===== src/rtl/h2f_lw_timer_if.sv =====
`default_nettype none
// ============================================================================
// Module   : h2f_lw_timer_if
// Brief    : Avalon-MM slave bus bundle for the lightweight H2F interval timer.
// Revision : 1.0 - initial release
// ============================================================================
interface h2f_lw_timer_if;
    logic [2:0]  avs_address;
    logic        avs_read;
    logic        avs_write;
    logic [31:0] avs_writedata;
    logic [3:0]  avs_byteenable;
    logic [31:0] avs_readdata;
    logic        avs_readdatavalid;
    logic        avs_waitrequest;

    modport master (
        output avs_address, avs_read, avs_write, avs_writedata, avs_byteenable,
        input  avs_readdata, avs_readdatavalid, avs_waitrequest
    );

    modport slave (
        input  avs_address, avs_read, avs_write, avs_writedata, avs_byteenable,
        output avs_readdata, avs_readdatavalid, avs_waitrequest
    );
endinterface
`default_nettype wire


===== src/rtl/h2f_lw_timer.sv =====
`default_nettype none
// ============================================================================
// Module   : h2f_lw_timer
// Brief    : Avalon-MM interval timer with prescaler, one-shot / auto-reload
//            modes and a level interrupt. Define TIMER_PWM_OUT_EN to build the
//            COMPARE register and the registered pwm_out output.
// Revision : 1.0 - initial release
// ============================================================================
module h2f_lw_timer #(
    parameter int unsigned CNT_W        = 32,
    parameter int unsigned PRESCALE_W   = 16,
    parameter logic [31:0] RESET_PERIOD = 32'd49999999
) (
    input  wire logic     fpga_clk_50,
    input  wire logic     rst,
    h2f_lw_timer_if.slave avs,
    output logic          irq
`ifdef TIMER_PWM_OUT_EN
    ,
    output logic          pwm_out
`endif
);

    localparam logic [2:0] ADDR_CTRL     = 3'd0;
    localparam logic [2:0] ADDR_STATUS   = 3'd1;
    localparam logic [2:0] ADDR_PERIOD   = 3'd2;
    localparam logic [2:0] ADDR_PRESCALE = 3'd3;
    localparam logic [2:0] ADDR_COUNT    = 3'd4;
    localparam logic [2:0] ADDR_COMPARE  = 3'd5;

    localparam logic [0:0] ST_IDLE = 1'b0;
    localparam logic [0:0] ST_RUN  = 1'b1;

    localparam logic [CNT_W-1:0] PERIOD_RST = RESET_PERIOD[CNT_W-1:0];

    // Merge new write data into an old register value, one byte lane at a time.
    function automatic logic [31:0] merge_bytes(input logic [31:0] old_v,
                                                input logic [31:0] new_v,
                                                input logic [3:0]  be);
        logic [31:0] r;
        for (int i = 0; i < 4; i++) begin
            r[8*i +: 8] = be[i] ? new_v[8*i +: 8] : old_v[8*i +: 8];
        end
        return r;
    endfunction

    logic [0:0]            state;
    logic [0:0]            state_nxt;
    logic                  run;
    logic                  ctrl_cont;
    logic                  ctrl_irq_en;
    logic                  to_flag;
    logic [CNT_W-1:0]      count;
    logic [CNT_W-1:0]      period;
    logic [PRESCALE_W-1:0] prescaler;
    logic [PRESCALE_W-1:0] prescale;
    logic [31:0]           readdata;
    logic                  readdatavalid;
    logic [31:0]           rd_mux;
    logic [31:0]           compare_rd;

    logic wr_ctrl;
    logic wr_status;
    logic wr_period;
    logic wr_prescale;
    logic start_req;
    logic stop_req;
    logic tick;
    logic timeout;

    // CTRL and STATUS only react to byte lane 0.
    assign wr_ctrl     = avs.avs_write && (avs.avs_address == ADDR_CTRL) && avs.avs_byteenable[0];
    assign wr_status   = avs.avs_write && (avs.avs_address == ADDR_STATUS) && avs.avs_byteenable[0];
    assign wr_period   = avs.avs_write && (avs.avs_address == ADDR_PERIOD);
    assign wr_prescale = avs.avs_write && (avs.avs_address == ADDR_PRESCALE);

    // STOP dominates START when both are written together.
    assign start_req = wr_ctrl && avs.avs_writedata[2] && !avs.avs_writedata[3];
    assign stop_req  = wr_ctrl && avs.avs_writedata[3];

    // A START or STOP on this edge overrides any tick that would have happened.
    assign tick    = run && (prescaler == prescale) && !start_req && !stop_req;
    assign timeout = tick && (count == '0);

    // Run/idle state register.
    always_ff @(posedge fpga_clk_50) begin
        if (rst) begin
            state <= ST_IDLE;
        end else begin
            state <= state_nxt;
        end
    end

    // Run/idle next-state: START enters or restarts, STOP or one-shot timeout leaves.
    always_comb begin
        state_nxt = state;
        case (state)
            ST_IDLE: begin
                if (start_req) begin
                    state_nxt = ST_RUN;
                end
            end
            ST_RUN: begin
                if (stop_req) begin
                    state_nxt = ST_IDLE;
                end else if (timeout && !ctrl_cont) begin
                    state_nxt = ST_IDLE;
                end
            end
            default: state_nxt = ST_IDLE;
        endcase
    end

    // Run/idle outputs.
    always_comb begin
        run = (state == ST_RUN);
    end

    // Down-counter and prescaler; both freeze while idle.
    always_ff @(posedge fpga_clk_50) begin
        if (rst) begin
            count     <= '0;
            prescaler <= '0;
        end else if (start_req) begin
            count     <= period;
            prescaler <= '0;
        end else if (tick) begin
            prescaler <= '0;
            if (count != '0) begin
                count <= count - CNT_W'(1);
            end else if (ctrl_cont) begin
                count <= period;
            end
        end else if (run && !stop_req) begin
            prescaler <= prescaler + PRESCALE_W'(1);
        end
    end

    // Control bits and sticky timeout flag; a timeout beats a same-cycle clear.
    always_ff @(posedge fpga_clk_50) begin
        if (rst) begin
            ctrl_cont   <= 1'b0;
            ctrl_irq_en <= 1'b0;
            to_flag     <= 1'b0;
        end else begin
            if (wr_ctrl) begin
                ctrl_cont   <= avs.avs_writedata[0];
                ctrl_irq_en <= avs.avs_writedata[1];
            end
            if (timeout) begin
                to_flag <= 1'b1;
            end else if (wr_status && avs.avs_writedata[0]) begin
                to_flag <= 1'b0;
            end
        end
    end

    // PERIOD and PRESCALE with per-byte write enables.
    always_ff @(posedge fpga_clk_50) begin
        if (rst) begin
            period   <= PERIOD_RST;
            prescale <= '0;
        end else begin
            if (wr_period) begin
                period <= CNT_W'(merge_bytes(32'(period), avs.avs_writedata, avs.avs_byteenable));
            end
            if (wr_prescale) begin
                prescale <= PRESCALE_W'(merge_bytes(32'(prescale), avs.avs_writedata,
                                                    avs.avs_byteenable));
            end
        end
    end

`ifdef TIMER_PWM_OUT_EN
    logic [CNT_W-1:0] compare;
    logic             wr_compare;

    assign wr_compare = avs.avs_write && (avs.avs_address == ADDR_COMPARE);
    assign compare_rd = 32'(compare);

    // COMPARE register with per-byte write enables.
    always_ff @(posedge fpga_clk_50) begin
        if (rst) begin
            compare <= '0;
        end else if (wr_compare) begin
            compare <= CNT_W'(merge_bytes(32'(compare), avs.avs_writedata, avs.avs_byteenable));
        end
    end

    // PWM is high while running and the counter sits below COMPARE.
    always_ff @(posedge fpga_clk_50) begin
        if (rst) begin
            pwm_out <= 1'b0;
        end else begin
            pwm_out <= run && (count < compare);
        end
    end
`else
    assign compare_rd = '0;
`endif

    // Read mux; START/STOP are pulses and read back as 0.
    always_comb begin
        rd_mux = '0;
        case (avs.avs_address)
            ADDR_CTRL:     rd_mux = {30'd0, ctrl_irq_en, ctrl_cont};
            ADDR_STATUS:   rd_mux = {30'd0, run, to_flag};
            ADDR_PERIOD:   rd_mux = 32'(period);
            ADDR_PRESCALE: rd_mux = 32'(prescale);
            ADDR_COUNT:    rd_mux = 32'(count);
            ADDR_COMPARE:  rd_mux = compare_rd;
            default:       rd_mux = '0;
        endcase
    end

    // Fixed one-cycle read latency; data holds until the next read.
    always_ff @(posedge fpga_clk_50) begin
        if (rst) begin
            readdata      <= '0;
            readdatavalid <= 1'b0;
        end else begin
            readdatavalid <= avs.avs_read;
            if (avs.avs_read) begin
                readdata <= rd_mux;
            end
        end
    end

    assign avs.avs_readdata      = readdata;
    assign avs.avs_readdatavalid = readdatavalid;
    assign avs.avs_waitrequest   = 1'b0;
    assign irq                   = to_flag & ctrl_irq_en;

endmodule
`default_nettype wire


===== src/flat_wrapper.sv =====
// flat-port wrapper written by rule: the top's interface ports become plain ports
module h2f_lw_timer_flat 
#(
    parameter int unsigned CNT_W        = 32,
    parameter int unsigned PRESCALE_W   = 16,
    parameter logic [31:0] RESET_PERIOD = 32'd49999999
)
  (fpga_clk_50, rst, irq, avs_avs_address, avs_avs_read, avs_avs_write, avs_avs_writedata, avs_avs_byteenable, avs_avs_readdata, avs_avs_readdatavalid, avs_avs_waitrequest);
  h2f_lw_timer_if avs_i ();
  input  wire logic fpga_clk_50;
  input  wire logic rst;
  output logic irq;
  input wire logic [$bits(avs_i.avs_address)-1:0] avs_avs_address;
  input wire logic [$bits(avs_i.avs_read)-1:0] avs_avs_read;
  input wire logic [$bits(avs_i.avs_write)-1:0] avs_avs_write;
  input wire logic [$bits(avs_i.avs_writedata)-1:0] avs_avs_writedata;
  input wire logic [$bits(avs_i.avs_byteenable)-1:0] avs_avs_byteenable;
  output wire logic [$bits(avs_i.avs_readdata)-1:0] avs_avs_readdata;
  output wire logic [$bits(avs_i.avs_readdatavalid)-1:0] avs_avs_readdatavalid;
  output wire logic [$bits(avs_i.avs_waitrequest)-1:0] avs_avs_waitrequest;
  assign avs_i.avs_address = avs_avs_address;
  assign avs_i.avs_read = avs_avs_read;
  assign avs_i.avs_write = avs_avs_write;
  assign avs_i.avs_writedata = avs_avs_writedata;
  assign avs_i.avs_byteenable = avs_avs_byteenable;
  assign avs_avs_readdata = avs_i.avs_readdata;
  assign avs_avs_readdatavalid = avs_i.avs_readdatavalid;
  assign avs_avs_waitrequest = avs_i.avs_waitrequest;
  h2f_lw_timer #(.CNT_W(CNT_W), .PRESCALE_W(PRESCALE_W), .RESET_PERIOD(RESET_PERIOD)) u_core (.fpga_clk_50(fpga_clk_50), .rst(rst), .avs(avs_i), .irq(irq));
endmodule

===== config.mk =====
export PLATFORM = sky130hd
export DESIGN_NAME = h2f_lw_timer_flat
export DESIGN_NICKNAME = d
export VERILOG_FILES = /design/src/rtl/h2f_lw_timer_if.sv /design/src/rtl/h2f_lw_timer.sv /design/src/flat_wrapper.sv
export SDC_FILE = /design/constraint.sdc
export NUM_CORES = 1
export LEC_CHECK = 0
export ABC_AREA = 1
export CAP_MARGIN = 20
export CELL_PAD_IN_SITES_DETAIL_PLACEMENT = 1
export CELL_PAD_IN_SITES_GLOBAL_PLACEMENT = 2
export CORE_UTILIZATION = 31
export DETAILED_ROUTE_END_ITERATION = 10
export GPL_ROUTABILITY_DRIVEN = 0
export GPL_TIMING_DRIVEN = 1
export PLACE_DENSITY_LB_ADDON = 0.15
export SLEW_MARGIN = 20
export SYNTH_ARGS = -nofsm -noshare
export SYNTH_HDL_FRONTEND = slang
export SYNTH_SLANG_ARGS = --single-unit

===== constraint.sdc =====
create_clock -name fpga_clk_50 -period 2.1 [get_ports fpga_clk_50]
set_clock_uncertainty 0.1 [all_clocks]
set_input_delay 0.42 -clock fpga_clk_50 [delete_from_list [all_inputs] [get_ports fpga_clk_50]]
set_output_delay 0.42 -clock fpga_clk_50 [all_outputs]
set_load 0.005 [all_outputs]

==> impl_metrics.toml, run 1 <==
[outcome]
status = "finished, final reports clean"

[global_route]
first_global_vias = 7820
grt_util_met2_pct = 41.41
grt.total_usage_pct = 22.57
grt_util_met1_pct = 27.29
busiest_layer = "met2"
grtUsageMet3_pct = 3.298
grt_overflow = 0
antenna_found_initial = 0
grt_first_pass_wirelength_um = 41410
grt_max_degree = 29

[sta]
max_clock_freq_mhz = 503.5
rsz0062_at_grt = "true"
fin_crit_ps = 1986
period_share_pct = 94.58
hold_slack_ps = 330.2
setup_viol = 0
hold_violations = 0
slew_violations = 0

[route]
drc = 0
ant_nets = 0
drt_first_pass_iters = 4
wl_um = 25830
via_per_inst = 4.817
drtIter0Drc = 346
wl_per_cell_um = 16.30
via_count = 7635

[finish]
final_cells = 1585
final_cell_mix = "nand2_1, nor2_1, dfxtp_1, inv_1, a21oi_1"
n_antenna_cell = 0
fin_area_um2 = 9659
n_fill_cell = 2912
mostFrequentLayoutCell = "nand2_1"
final_core_util_pct = 42.79
syn_to_final_growth_pct = 35.58
drive_gt1_share_pct = 14.15
nets = 1333

[critical_path]
endpoint_kind = "register"
crit_path_end = "u_core.count[10]"
worstPathArrival_ps = 2260
cpLargestDelayFamily = "simple AND/OR/NAND/NOR gates"
path_cells = "clkdlybuf4s50_1 -> inv_1 -> nor2_1 -> nand2_4 -> nand3_1 -> nor2_2 -> nand2_1 -> nand2_4 -> nand2_4 -> buf_12 -> nand2_1 -> nand2_1 -> nor2_1"
reg2reg_from = "u_core.prescaler[4]"
path_class = "in2reg"
r2r_slack_ps = 140
path_buf_inv = 3
path_max_fanout = 18
cp.depth = 13
crit_path_start_kind = "input pin"
cp.required_ps = 2370
slowest_stage = "clkdlybuf4s50_1"
crit_start = "avs_avs_writedata[2]"
worstReg2RegEnd = "u_core.count[10]"
r2r_cells = 13
max_stage_delay_ps = 470

[run]
drv_cap = 0

[synthesis]
ys_types = 38
synthesis.area_um2 = 7124
synth_warnings = 0
synth_compound_area_share_pct = 15.81
syn-instance-count = 1130
syn_nets = 1176
synth_seq_area_share_pct = 37.37
synth_top_family_by_area = "simple AND/OR/NAND/NOR gates"
yosys_register_bits = 133
synth.area.mux_share_pct = 0
synth_area_per_cell_um2 = 6.305
synth-simple-area-share_pct = 33.65
synthXorXnorAreaFrac_pct = 2.459
synthAdderAreaFrac_pct = 0.5269

[die]
die_area_um2 = 23590
die_w_um = 153.6
coreArea_um2 = 22570
rows = 55
die_y_um = 153.6
start_util_pct = 31.56
pin_count = 78

[clock_tree]
cts-htree-levels = 4
clk_pin_slew_ps = 60
cts_root_buffer = "clkbuf_16"
clk_latency_ps = 440
clkSinkCount = 133
cts_tree = "built"
cts_buffers = 17
clockBufferDepth = 2

[pwr]
ir_drop_mv = 0.3097
p_leak_nw = 4.574
power_density_nw_per_um2 = 628.0

[placed_design]
dp.cells = 1547
numPortBuffers = 76
hpwl_um = 19690
placedInstanceArea_um2 = 8947

[min_path]
worstHoldPathType = "in2reg"
==> final cells by class <==
type	instances	area, um^2	share of cell area (%)
clock buffers	20	436.7	4.521
repair buffers	183	1774	18.37
clock inverters	12	107.6	1.114
inverters	130	491.7	5.091
flip-flops and latches	133	2670	27.64
repair inverters	1	5.005	0.05181
multi-input cells	821	3817	39.52
well taps	285	356.6	3.692
==> report_power, final <==
part | switching (W) | internal, W
combinational | 0.000341 | 0.000265
sequential | 0.0000182 | 0.00255
clock | 0.00126 | 0.00163
total | 0.00162 | 0.00445
==> Yosys cell counts (all sizes together) <==
library cell | n | area [um^2]
o211ai | 1 | 7.510
o221ai | 7 | 61.31
nand4 | 6 | 37.54
o21ai | 75 | 386.6
a21oi | 99 | 518.0
nor3b | 1 | 7.510
nor3 | 10 | 55.05
ha | 3 | 37.54
nand2 | 337 | 1285
buf | 24 | 151.4
dfxtp | 133 | 2663
inv | 128 | 480.5
a211oi | 1 | 7.510
nor4 | 2 | 12.51
o31ai | 1 | 7.510
clkinv | 2 | 7.510
o22ai | 22 | 137.6
conb | 1 | 3.750
xnor2 | 4 | 35.03
clkbuf | 22 | 82.58
nand3 | 54 | 287.8
or2 | 1 | 6.260
xor2 | 16 | 140.1
nor2 | 180 | 705.7
==> stage by stage <==
step	setup TNS (ps)	total power (W)	worst slack, ps
2_1_floorplan	0	0.002900	306.0
6_report	0	0.006066	113.8
3_3_place_gp	-38560	0.003221	-604.2
3_5_place_dp	-38240	0.003227	-608.1
4_1_cts	0	0.006122	9.260
5_1_grt	-542.7	0.006317	-56.77
==> what timing repair did <==
item | in CTS | in global routing
setup buffers | 0 | 4
endpoints found under the setup margin | 23 | 62
gates resized for setup | 1 | 28
hold endpoints to repair | 0 | 0
pin swaps | 0 | 5
gates cloned | 0 | 2
hold buffers | 0 | 0
==> kinds of logic (layout without fill, tap and decap cells) <==
kind of cell,Yosys count,in the layout
other,1,1
adder cells (fa/ha/maj),3,3
AO/OA/AOI/OAI,206,206
XOR/XNOR,20,20
buffers and inverters,176,346
flip-flops,133,133
AND/OR/NAND/NOR,591,591
==> per-layer routing <==
layer,share of wire (%),vias to the layer above
met3,2.2,19
li1,-,3899
met2,51,84
met5,0,-
met4,1.3,0
met1,45,3633
==> worst min-delay path by stage <==
stage                                            from                          end  depth (start not counted)
after floorplan                    u_core.ctrl_irq_en           u_core.ctrl_irq_en                          2
final                                             rst              u_core.count[9]                          4
after global placement    u_core.avs.avs_readdata[11]  u_core.avs.avs_readdata[11]                          2
after global routing                              rst              u_core.count[9]                          4
after detailed placement   u_core.avs.avs_readdata[1]   u_core.avs.avs_readdata[1]                          2
after CTS                                         rst              u_core.count[9]                          4
==> sequential cells by signal, indices dropped and copies added, names as in the netlist <==
name,flops
u_core.ctrl_irq_en,1
u_core.count,32
u_core.avs.avs_readdata,32
u_core.period,32
u_core.run,1
u_core.prescale,16
u_core.ctrl_cont,1
u_core.prescaler,16
u_core.to_flag,1
u_core.avs.avs_readdatavalid,1
==> worst min-delay path: stages <==
cell     delay (ps)
buf_2           120
inv_2           140
nand2_1         100
nor2_1           30
Note: power is estimated with default switching activity, not from simulation.
==> run 2: changes to the inputs <==
--- a/config.mk
+++ b/config.mk
@@ -7,9 +7,10 @@
 export LEC_CHECK = 0
 export ABC_AREA = 1
 export CAP_MARGIN = 20
-export CELL_PAD_IN_SITES_DETAIL_PLACEMENT = 1
-export CELL_PAD_IN_SITES_GLOBAL_PLACEMENT = 2
-export CORE_UTILIZATION = 31
+export CELL_PAD_IN_SITES_DETAIL_PLACEMENT = 0
+export CELL_PAD_IN_SITES_GLOBAL_PLACEMENT = 1
+export CORE_UTILIZATION = 40
+export CTS_CLUSTER_SIZE = 16
 export DETAILED_ROUTE_END_ITERATION = 10
 export GPL_ROUTABILITY_DRIVEN = 0
 export GPL_TIMING_DRIVEN = 1
==> run 2 against run 1 <==
Die area down 22%; via count down 4.3%; non-clock buffer count down 11; design area down 1.6%; clock-buffer cell count up 1; total power up 2.7%; setup slack worse by 1.2 ps; critical path depth up 1; register-to-register slack worse by 30 ps.
==> impl_metrics.toml, run 2 (synthesis results as in run 1) <==
[sta]
setup_tns_ps = 0
hold_violations = 0
fin_crit_ps = 1987
period_share_pct = 94.64
rsz0062_at_grt = "false"
setup_viol = 0
slew_violations = 0
hold_slack_ps = 299.9
max_clock_freq_mhz = 503.2
fin_ws_ps = 112.6

[die]
rows = 48
pin_count = 78
die_w_um = 135.5
die_y_um = 135.5
coreArea_um2 = 17360
start_util_pct = 41.05
die_area_um2 = 18350

[run]
drv_cap = 0

[critical_path]
cp_common_cell = "nand2_1"
worstPathArrival_ps = 2210
path_cells = "inv_2 -> buf_4 -> ha_1 -> nand2_1 -> nor2_1 -> nand3_2 -> o21ai_4 -> buf_4 -> buf_12 -> nand2_1 -> nand2_1 -> nand3_1 -> nand2_1 -> nor2_1"
r2r_cells = 14
cpLargestDelayFamily = "simple AND/OR/NAND/NOR gates"
crit_path_start_kind = "register"
path_buf_inv = 4
cp.required_ps = 2320
cp.depth = 14
slowest_stage = "dfxtp_1"
max_stage_delay_ps = 320
endpoint_kind = "register"
path_class = "reg2reg"
path_max_fanout = 10

[global_route]
grt_first_pass_wirelength_um = 34510
antenna_found_initial = 0
first_global_vias = 6656
grt_overflow = 0
grt.total_usage_pct = 24.59
grt_max_degree = 43

[clock_tree]
clkSinkCount = 133
hold_buffers = 0
clk_pin_slew_ps = 60
cts_buffers = 17
clockBufferDepth = 2
cts_tree = "built"
cts-htree-levels = 4
clk_latency_ps = 430
cts_root_buffer = "clkbuf_16"

[finish]
drive_gt1_share_pct = 12.81
final_cell_mix = "nand2_1, nor2_1, dfxtp_1, inv_1, a21oi_1"
n_antenna_cell = 0
syn_to_final_growth_pct = 33.40
n_fill_cell = 1766
nets = 1321
mostFrequentLayoutCell = "nand2_1"

[pwr]
ir_drop_mv = 0.5941
power_density_nw_per_um2 = 655.3
p_leak_nw = 4.512

[route]
drt_first_pass_iters = 5
via_count = 7307
drc = 0
wl_um = 21770
drtIter0Drc = 377
wl_per_cell_um = 14.39
ant_nets = 0
via_per_inst = 4.829

[placed_design]
hpwl_um = 16150
post-place-ws_ps = -300.8
numPortBuffers = 76

[min_path]
worstHoldPathType = "in2reg"
holdPathStages = 3

[outcome]
status = "finished, final reports clean"
==> run 2: cell types whose count changed in the layout (fill, tap and decap cells not counted), moves of 3 or more <==
cell             before  now
dfxtp_2               3    0
clkbuf_1              3    0
buf_4                91   80
clkdlybuf4s50_1      71   75
nor2_2                8   11
dfxtp_1             129  133
clkbuf_8              0    4
dlymetal6s2s_1        4    0
==> run 2: power by group <==
part	total (W)	internal (W)	switching, W	leakage (nW)
sequential	0.00257	0.00256	0.0000169	1.07
clock	0.00306	0.00187	0.00119	0.291
combinational	0.000594	0.000269	0.000325	3.15
total	0.00623	0.00470	0.00153	4.51
==> run 2: timing repair <==
item	in CTS	in global routing
resized for setup	0	11
buffers inserted	0	3
hold endpoints to repair	0	0
setup endpoints to repair	0	32
==> run 2: final cells by class <==
type                            instances  area (um^2)  area share, %
Clock buffer                           21        480.5          5.055
Sequential cell                       133         2663          28.01
Multi-Input combinational cell        821         3781          39.78
Tap cell                              225        281.5          2.962
Inverter                              130        488.0          5.134
Timing Repair Buffer                  172         1687          17.75
Clock inverter                         11        123.9          1.303
==> run 2: final timing paths <==
check	slack (ps)	to	startpoint
worst min register to register	360	u_core.avs.avs_readdata[6]	u_core.avs.avs_readdata[6]
worst min-delay path	300	u_core.period[0]	rst
worst max-delay path	110	u_core.count[13]	u_core.count[0]
worst max register to register	110	u_core.count[13]	u_core.count[0]
==> run 2: layer usage <==
metal / wire, um / global-route usage [%]
met5: 0 / 0
met4: 355 / 6.991
met3: 714 / 4.826
met2: 10400 / 41.71
met1: 10300 / 31.50
==> run 2: worst reg2reg max path, stage by stage (launching register included) <==
cell,delay [ps]
dfxtp_1,320
inv_2,80
buf_4,110
ha_1,180
nand2_1,60
nor2_1,120
nand3_2,140
o21ai_4,200
buf_4,140
buf_12,120
nand2_1,60
nand2_1,70
nand3_1,70
nand2_1,70
nor2_1,40
==> run 2: through the flow <==
step                util (%)  area, um^2  std cells  total power (W)
finish                 54.76        9504       1513         0.006228
global route           54.76        9504       1513         0.006445
CTS                    54.12        9394       1508         0.006257
detailed placement     50.64        8790       1476         0.003201
global placement       50.64        8790       1476         0.003201
floorplan                  -        7124       1130         0.002900
